[src/rtl/aes_cipher_pkg.sv]
// Shared types, constants and GF(2^8) helpers for the cipher datapath.
package aes_cipher_pkg;

   typedef logic [127:0] state_t;
   typedef logic [31:0]  col_t;

   // Low byte of the AES field polynomial x^8 + x^4 + x^3 + x + 1
   localparam logic [7:0] GF_POLY = 8'h1B;

   typedef enum logic [1:0] {
      IDLE = 2'd0,
      BUSY = 2'd1,
      DONE = 2'd2
   } fsm_e;

   // Multiply by x in GF(2^8); the shift stays 8-bit and the carry-out is folded back in
   function automatic logic [7:0] xtime(input logic [7:0] b);
      return {b[6:0], 1'b0} ^ (b[7] ? GF_POLY : 8'h00);
   endfunction

   // General GF(2^8) multiply by walking the xtime chain over the coefficient bits
   function automatic logic [7:0] gf_mul(input logic [7:0] b, input logic [7:0] coeff);
      logic [7:0] acc;
      logic [7:0] p;
      acc = 8'h00;
      p   = b;
      for (int i = 0; i < 8; i++) begin
         if (coeff[i]) acc = acc ^ p;
         p = xtime(p);
      end
      return acc;
   endfunction

endpackage

[src/rtl/inv_mix_columns_seq_if.sv]
// Input/output valid-ready handshake bundle for the InvMixColumns engine.
interface inv_mix_columns_seq_if;
   import aes_cipher_pkg::*;

   logic   in_valid;
   logic   in_ready;
   state_t in_state;
   logic   out_valid;
   logic   out_ready;
   state_t out_state;

   // Producer/consumer side (upstream source and downstream sink)
   modport master (
      output in_valid,
      output in_state,
      output out_ready,
      input  in_ready,
      input  out_valid,
      input  out_state
   );

   // Engine side
   modport slave (
      input  in_valid,
      input  in_state,
      input  out_ready,
      output in_ready,
      output out_valid,
      output out_state
   );

endinterface

[src/rtl/inv_mix_column_col.sv]
// Combinational inverse column mix of one 32-bit column (row 0 in the MSB byte).
module inv_mix_column_col
   import aes_cipher_pkg::*;
(
   input  col_t col_in,
   output col_t col_out
);

   // Each output row uses coefficients 0e,0b,0d,09 rotated to start at its own row
   always_comb begin
      // NOTE: every comb output gets a default first so no path can leave it unassigned (no latch).
      col_out = '0;
      for (int r = 0; r < 4; r++) begin
         col_out[31-8*r -: 8] = gf_mul(col_in[31-8*r           -: 8], 8'h0E)
                              ^ gf_mul(col_in[31-8*((r+1) % 4) -: 8], 8'h0B)
                              ^ gf_mul(col_in[31-8*((r+2) % 4) -: 8], 8'h0D)
                              ^ gf_mul(col_in[31-8*((r+3) % 4) -: 8], 8'h09);
      end
   end

endmodule

[src/rtl/inv_mix_columns_seq.sv]
// Iterative InvMixColumns engine: mixes COLS_PER_CYCLE columns of the held state per clock.
module inv_mix_columns_seq
   import aes_cipher_pkg::*;
#(
   parameter int COLS_PER_CYCLE = 1
)
(
   input  logic                  clk,
   input  logic                  rst_n,
   inv_mix_columns_seq_if.slave  bus,
   output logic                  busy
);

   if (COLS_PER_CYCLE != 1 && COLS_PER_CYCLE != 2 && COLS_PER_CYCLE != 4) begin : g_bad_param
      $error("inv_mix_columns_seq: COLS_PER_CYCLE must be 1, 2 or 4");
   end

   // Counter step (4 wraps to 0 in two bits) and the counter value of the final step
   localparam logic [1:0] CNT_STEP = 2'(COLS_PER_CYCLE);
   localparam logic [1:0] CNT_LAST = 2'(4 - COLS_PER_CYCLE);

   fsm_e   state;
   fsm_e   state_nxt;
   logic [1:0] cnt;
   state_t work;
   state_t work_mixed;

   col_t col_in  [COLS_PER_CYCLE];
   col_t col_out [COLS_PER_CYCLE];

   // Column mux: lane k works on column cnt+k, column c lives at bits [127-32c -: 32]
   for (genvar k = 0; k < COLS_PER_CYCLE; k++) begin : g_col
      assign col_in[k] = work[32*(3 - int'(cnt + 2'(k))) +: 32];

      inv_mix_column_col u_col (
         .col_in  (col_in[k]),
         .col_out (col_out[k])
      );
   end

   // Working state with the current columns replaced by their mixed values
   always_comb begin
      work_mixed = work;
      for (int k = 0; k < COLS_PER_CYCLE; k++) begin
         work_mixed[32*(3 - int'(cnt + 2'(k))) +: 32] = col_out[k];
      end
   end

   // FSM state register
   always_ff @(posedge clk or negedge rst_n) begin
      // NOTE: sequential state uses non-blocking assignments so all flops update from pre-edge values.
      if (!rst_n) state <= IDLE;
      else        state <= state_nxt;
   end

   // FSM next-state: accept in IDLE, step through columns in BUSY, wait for the sink in DONE
   always_comb begin
      state_nxt = state;
      case (state)
         IDLE:    if (bus.in_valid)    state_nxt = BUSY;
         BUSY:    if (cnt == CNT_LAST) state_nxt = DONE;
         DONE:    if (bus.out_ready)   state_nxt = IDLE;
         default:                      state_nxt = IDLE;
      endcase
   end

   // Datapath: capture on accept, mix in place while BUSY, hold in DONE
   always_ff @(posedge clk or negedge rst_n) begin
      // NOTE: the 128-bit working register is reset as well, so an aborted state never leaves residue.
      if (!rst_n) begin
         work <= '0;
         cnt  <= '0;
      end else begin
         case (state)
            IDLE: begin
               if (bus.in_valid) begin
                  work <= bus.in_state;
                  cnt  <= '0;
               end
            end
            BUSY: begin
               work <= work_mixed;
               cnt  <= (cnt == CNT_LAST) ? 2'd0 : cnt + CNT_STEP;
            end
            default: ;
         endcase
      end
   end

   // Outputs decoded from the FSM state; out_state is forced to zero outside DONE
   always_comb begin
      bus.in_ready  = (state == IDLE);
      bus.out_valid = (state == DONE);
      bus.out_state = (state == DONE) ? work : '0;
      busy          = (state != IDLE);
   end

endmodule

[src/flat_wrapper.sv]
// flat-port wrapper written by rule: the top's interface ports become plain ports
module inv_mix_columns_seq_flat import aes_cipher_pkg::*;
#(
   parameter int COLS_PER_CYCLE = 1
)
  (clk, rst_n, busy, bus_in_valid, bus_in_state, bus_out_ready, bus_in_ready, bus_out_valid, bus_out_state);
  inv_mix_columns_seq_if bus_i ();
  input  logic clk;
  input  logic rst_n;
  output logic busy;
  input wire logic [$bits(bus_i.in_valid)-1:0] bus_in_valid;
  input wire logic [$bits(bus_i.in_state)-1:0] bus_in_state;
  input wire logic [$bits(bus_i.out_ready)-1:0] bus_out_ready;
  output wire logic [$bits(bus_i.in_ready)-1:0] bus_in_ready;
  output wire logic [$bits(bus_i.out_valid)-1:0] bus_out_valid;
  output wire logic [$bits(bus_i.out_state)-1:0] bus_out_state;
  assign bus_i.in_valid = bus_in_valid;
  assign bus_i.in_state = bus_in_state;
  assign bus_i.out_ready = bus_out_ready;
  assign bus_in_ready = bus_i.in_ready;
  assign bus_out_valid = bus_i.out_valid;
  assign bus_out_state = bus_i.out_state;
  inv_mix_columns_seq #(.COLS_PER_CYCLE(COLS_PER_CYCLE)) u_core (.clk(clk), .rst_n(rst_n), .bus(bus_i), .busy(busy));
endmodule
[config.mk]
export PLATFORM = sky130hd
export DESIGN_NAME = inv_mix_columns_seq_flat
export DESIGN_NICKNAME = d
export VERILOG_FILES = /design/src/rtl/aes_cipher_pkg.sv /design/src/rtl/inv_mix_columns_seq_if.sv /design/src/rtl/inv_mix_column_col.sv /design/src/rtl/inv_mix_columns_seq.sv /design/src/flat_wrapper.sv
export SDC_FILE = /design/constraint.sdc
export NUM_CORES = 1
export LEC_CHECK = 0
export ABC_AREA = 1
export ABC_CLOCK_PERIOD_IN_PS = 2700
export BUFFER_PORTS_ARGS = -buffer_cell sky130_fd_sc_hd__buf_2
export CORE_MARGIN = 8
export CORE_UTILIZATION = 53
export CTS_BUF_LIST = sky130_fd_sc_hd__clkbuf_4 sky130_fd_sc_hd__clkbuf_8
export DETAILED_ROUTE_END_ITERATION = 8
export PLACE_DENSITY = 0.89
export SYNTH_ARGS = -nofsm -noshare
export SYNTH_HDL_FRONTEND = slang
export SYNTH_HIERARCHICAL = 1
export SYNTH_SLANG_ARGS = --single-unit
[constraint.sdc]
create_clock -name clk -period 2.7 [get_ports clk]
set_input_delay 0.135 -clock clk [delete_from_list [all_inputs] [get_ports clk]]
set_output_delay 0.135 -clock clk [all_outputs]
set_load 0.005 [all_outputs]
==> results of run 1 <==
## per-stage QoR
step,setup slack (ns),hold slack (ns),setup TNS (ns),std cells,utilization
detailed placement,-0.692,0.181,-52.26,3184,0.687
CTS,-0.190,0.0000305,-12.67,3367,0.843
global placement,-0.670,0.178,-46.67,3184,0.687
floorplan,0.0275,-0.161,0,2403,-
## per-layer routing
metal / overflow / track usage
met2: 94 / 0.925
met4: 66 / 0.847
met5: 0 / 0.476
met1: 3 / 0.788
met3: 1 / 0.758
## cell families after synthesis
| group | count (synthesis) | share of synthesized area |
|---|---|---|
| AO/OA/AOI/OAI | 134 | 0.0500 |
| XOR/XNOR | 146 | 0.102 |
| adder cells (fa/ha/maj) | 5 | 0.00463 |
| buffers and inverters | 350 | 0.114 |
| flip-flops | 132 | 0.245 |
| AND/OR/NAND/NOR | 1636 | 0.485 |
## synthesized netlist by cell type (all sizes together)
cell | instances | area (um^2)
xnor2 | 48 | 458
buf | 95 | 551
clkbuf | 37 | 139
o21ai | 69 | 349
nand3b | 4 | 30.0
nand4 | 7 | 43.8
clkinv | 1 | 3.75
or2 | 2 | 12.5
ha | 5 | 62.6
dfrtp | 132 | 3300
nand3 | 144 | 736
o22ai | 1 | 6.26
nand2 | 1012 | 3950
a21oi | 64 | 320
xor2 | 98 | 922
inv | 217 | 847
nor2 | 467 | 1770
## repair_timing
item	CTS
hold buffers	96
setup buffers	54
endpoints found under the setup margin	128
hold endpoints to repair	135
cloned	8
resized for setup	480
pin swaps	219
==> flow_summary.yaml, run 1 <==
run_status:
  outcome: "stopped before the end"
  stop_stage: "5_1_grt"
  error_line: "[ERROR GRT-0232] Routing congestion too high. Check the congestion heatmap in the GUI."
placed_design:
  io_buffers: 262
  dp_hpwl_mm: 45.8
  place.gp.congestion: 1.04
  placed_cell_area_um2: 17200
synth:
  synthCells: 2403
  yosysUniqueCellTypes: 33
  syn-num-nets: 2540
  syn_avg_cell_area_um2: 5.62
  ys_seq_area_frac: 0.245
  yosysWarnings: 6
  synth_seq_cells: 132
  netlist_area_um2: 13500
die:
  initial_core_util: 0.538
  io_pins: 263
  die_h_um: 176
  die_w_um: 176
  std_cell_rows: 58
clocking:
  htreeDepth: 4
  root_buffer: "clkbuf_8"
  clockBufferDepth: 2
  clkSinkCount: 132
  cts-buffers-inserted: 17
sta:
  worst_endpoint: "u_core/work[75]$_DFFE_PN0P_/D"
  endpoint_type: "register data pin"
global_routing:
  gr-total-overflow: 164
  grt_start_max_net_pins: 129
  grtUsageTotal: 0.820
==> inputs of run 2 (changes only) <==
--- a/config.mk
+++ b/config.mk
@@ -6,13 +6,12 @@
 export NUM_CORES = 1
 export LEC_CHECK = 0
 export ABC_AREA = 1
-export ABC_CLOCK_PERIOD_IN_PS = 2700
+export ABC_CLOCK_PERIOD_IN_PS = 3510
 export BUFFER_PORTS_ARGS = -buffer_cell sky130_fd_sc_hd__buf_2
 export CORE_MARGIN = 8
-export CORE_UTILIZATION = 53
-export CTS_BUF_LIST = sky130_fd_sc_hd__clkbuf_4 sky130_fd_sc_hd__clkbuf_8
+export CORE_UTILIZATION = 40
 export DETAILED_ROUTE_END_ITERATION = 8
-export PLACE_DENSITY = 0.89
+export PLACE_DENSITY_LB_ADDON = 0.15
 export SYNTH_ARGS = -nofsm -noshare
 export SYNTH_HDL_FRONTEND = slang
 export SYNTH_HIERARCHICAL = 1
==> constraint.sdc (replaced) <==
create_clock -name clk -period 3.51 [get_ports clk]
set_input_delay 0.1755 -clock clk [delete_from_list [all_inputs] [get_ports clk]]
set_output_delay 0.1755 -clock clk [all_outputs]
set_load 0.005 [all_outputs]
==> run 2 against run 1 <==
Net effect: the run now ends clean; synthesized area unchanged; synthesized cell count unchanged.
==> flow_summary.yaml, run 2 <==
run_status:
  outcome: "finished clean"
synth:
  yosys_most_used_dff: "dfrtp_1"
  syn_avg_cell_area_um2: 5.62
  ys_seq_area_frac: 0.245
  yosys.area.top_type: "nand2_1"
  synth.area.top_cells: "nand2_1, dfrtp_1, nor2_1"
  yosysUniqueCellTypes: 33
  synthCells: 2403
  synth_top_cell_area_share: 0.268
  yosysWarnings: 6
  synth_most_common_cell: "nand2_1"
  synthArstFlopShare: 1.00
  netlist_area_um2: 13500
  synth_edf_count: 0
  syn-num-nets: 2540
  synth_seq_cells: 132
  synth_common_cells: "nand2_1, nor2_1, inv_1"
die:
  coreArea_um2: 33400
  io_pins: 263
  die_w_um: 200
  dieArea_um2: 39900
  die_h_um: 200
  std_cell_rows: 67
  initial_core_util: 0.405
finish:
  largest_reg_flops: 128
  utilization: 0.487
  max_flop_register: "u_core/work"
  finalNonFillerCells: 3112
  reg.largest.list: "u_core/work (128), u_core/cnt (2), u_core/state (2)"
  antenna_cells: 0
  final_cell_mix: "nand2_1, nor2_1, buf_2, inv_1, nand3_1"
  final_common_cell: "nand2_1"
  area_growth_pct: 20.4
  final_layout_size_suffix_gt1_frac: 0.184
  nets: 2788
worst_setup_path:
  crit_fanout: 14
  worstPathArrival_ns: 3.72
  rr_worst_depth: 23
  critPathRequiredTime_ns: 3.90
  endpoint_kind: "flip-flop"
  critical_path_class: "reg -> reg"
  path_common_cell: "nand2_1"
  start_kind: "flip-flop"
  slowest_delay_ns: 0.50
  path_delay_family: "simple AND/OR/NAND/NOR gates"
  crit_chain: "buf_4 > o21ai_0 > nand2_1 > inv_1 > nand2_2 > nand2_4 > nand2_1 > nand2_1 > inv_1 > nand3_1 > nand2_1 > nand2_1 > nand2_1 > nand2_1 > nand2_1 > inv_1 > buf_4 > nand2_1 > nor2_1 > nand2_1 > nand2_1 > nand2_1 > nand2_1"
  cp_num_cells: 23
  cp_num_buf_inv: 5
  critical-path-slowest-cell: "o21ai_0"
sta:
  report.final.slew_viol_count: 0
  worst_slack_ns: 0.181
  maxSlewHeadroom: 0.386
  finalCritPeriodShare: 0.948
  worst_slew_pin_slew_ns: 0.918
  fin_crit_ns: 3.33
  final.setup_skew_ns: 0.00869
  setup_viol: 0
  timing.fmax_ghz: 0.300
  hold_violations: 0
drt:
  drcViolationCount: 0
  wl_mm: 59.1
  drt_first_pass_iters: 7
  ant_nets: 0
  drtIter0Drc: 1194
  vias: 15700
  vias_per_cell: 5.04
  routedWlPerCell_um: 19.0
placed_design:
  io_buffers: 262
  place.gp.congestion: 0.988
  dp.cells: 3073
  dp_slack_ns: 0.146
  dp_hpwl_mm: 45.4
clocking:
  cts_tree: "done"
  clockBufferDepth: 2
  clock_latency_ns: 0.45
  path_clk_slew_ns: 0.06
  root_buffer: "clkbuf_16"
  cts-buffers-inserted: 17
  htreeDepth: 4
  clkSinkCount: 132
global_routing:
  grt_pass1_vias: 15200
  antenna_found_initial: 0
  gr-total-overflow: 0
  grt_pass1_wl_mm: 88.3
  grtUsageTotal: 0.292
  grt_start_max_net_pins: 78
worst_hold_path:
  worstHoldPathType: "in -> reg"
  hold_depth: 5
job:
  maxCapViolations: 0
==> run 2: cell counts after synthesis <==
No cell type changed its count.
==> run 2: final timing paths <==
check / to / startpoint / slack (ns)
max: u_core/work[84]$_DFFE_PN0P_ / u_core/cnt[0]$_DFFE_PN0P_ / 0.18
min: u_core/work[94]$_DFFE_PN0P_ / bus_in_state[94] / 0.01
max reg2reg: u_core/work[84]$_DFFE_PN0P_ / u_core/cnt[0]$_DFFE_PN0P_ / 0.18
min reg2reg: u_core/work[90]$_DFFE_PN0P_ / u_core/work[90]$_DFFE_PN0P_ / 0.48
max in group asynchronous: u_core/work[51]$_DFFE_PN0P_ / rst_n / 2.28
min in group asynchronous: u_core/work[94]$_DFFE_PN0P_ / rst_n / 0.35
==> run 2: metal layers <==
layer  share of wire  GRT usage  vias up
met2            0.45      0.462      597
li1                -          -     7696
met3           0.078     0.0712       97
met5               0          0        -
met1            0.43      0.377     7291
met4           0.039      0.122        0
==> run 2: per-stage QoR <==
stage          setup TNS [ns]  instance area (um^2)  hold WS [ns]
2_1_floorplan               0                 13500        -0.120
3_3_place_gp                0                 15500         0.292
3_5_place_dp                0                 15500         0.289
4_1_cts                     0                 16200       0.00183
5_1_grt               -0.0108                 16300        0.0344
6_report                    0                 16300        0.0128
==> run 2: kinds of logic after synthesis <==
logic type,Yosys count,synth area share
simple gates,1636,0.485
buf+inv,350,0.114
xor+xnor,146,0.102
compound gates,134,0.0500
flops,132,0.245
fa+ha+maj,5,0.00463
==> run 2: worst min-delay path: cells and delay by family <==
kind / cells / cell delay (ns)
and+or+nand+nor: 4 / 0.17
buffers and inverters: 1 / 0.07
==> run 2: what timing repair did <==
item	4_1_cts	5_1_grt
buffers inserted	0	2
hold buffers	4	0
endpoints found under the setup margin	0	54
endpoints found under the hold margin	79	0
resized for setup	0	20
==> run 2: layout make-up <==
class / count / area [um^2]
timing repair buffer: 361 / 2220
fill: 3791 / 17100
clock buffer: 23 / 478
tap: 448 / 561
inverter: 218 / 856
multi-input combinational: 1921 / 8720
sequential: 132 / 3300
clock inverter: 9 / 126
Power of run 2 is left out: the tool's default activity adds up to more than one toggle a clock period on the data nets, which glitch-free logic cannot reach.
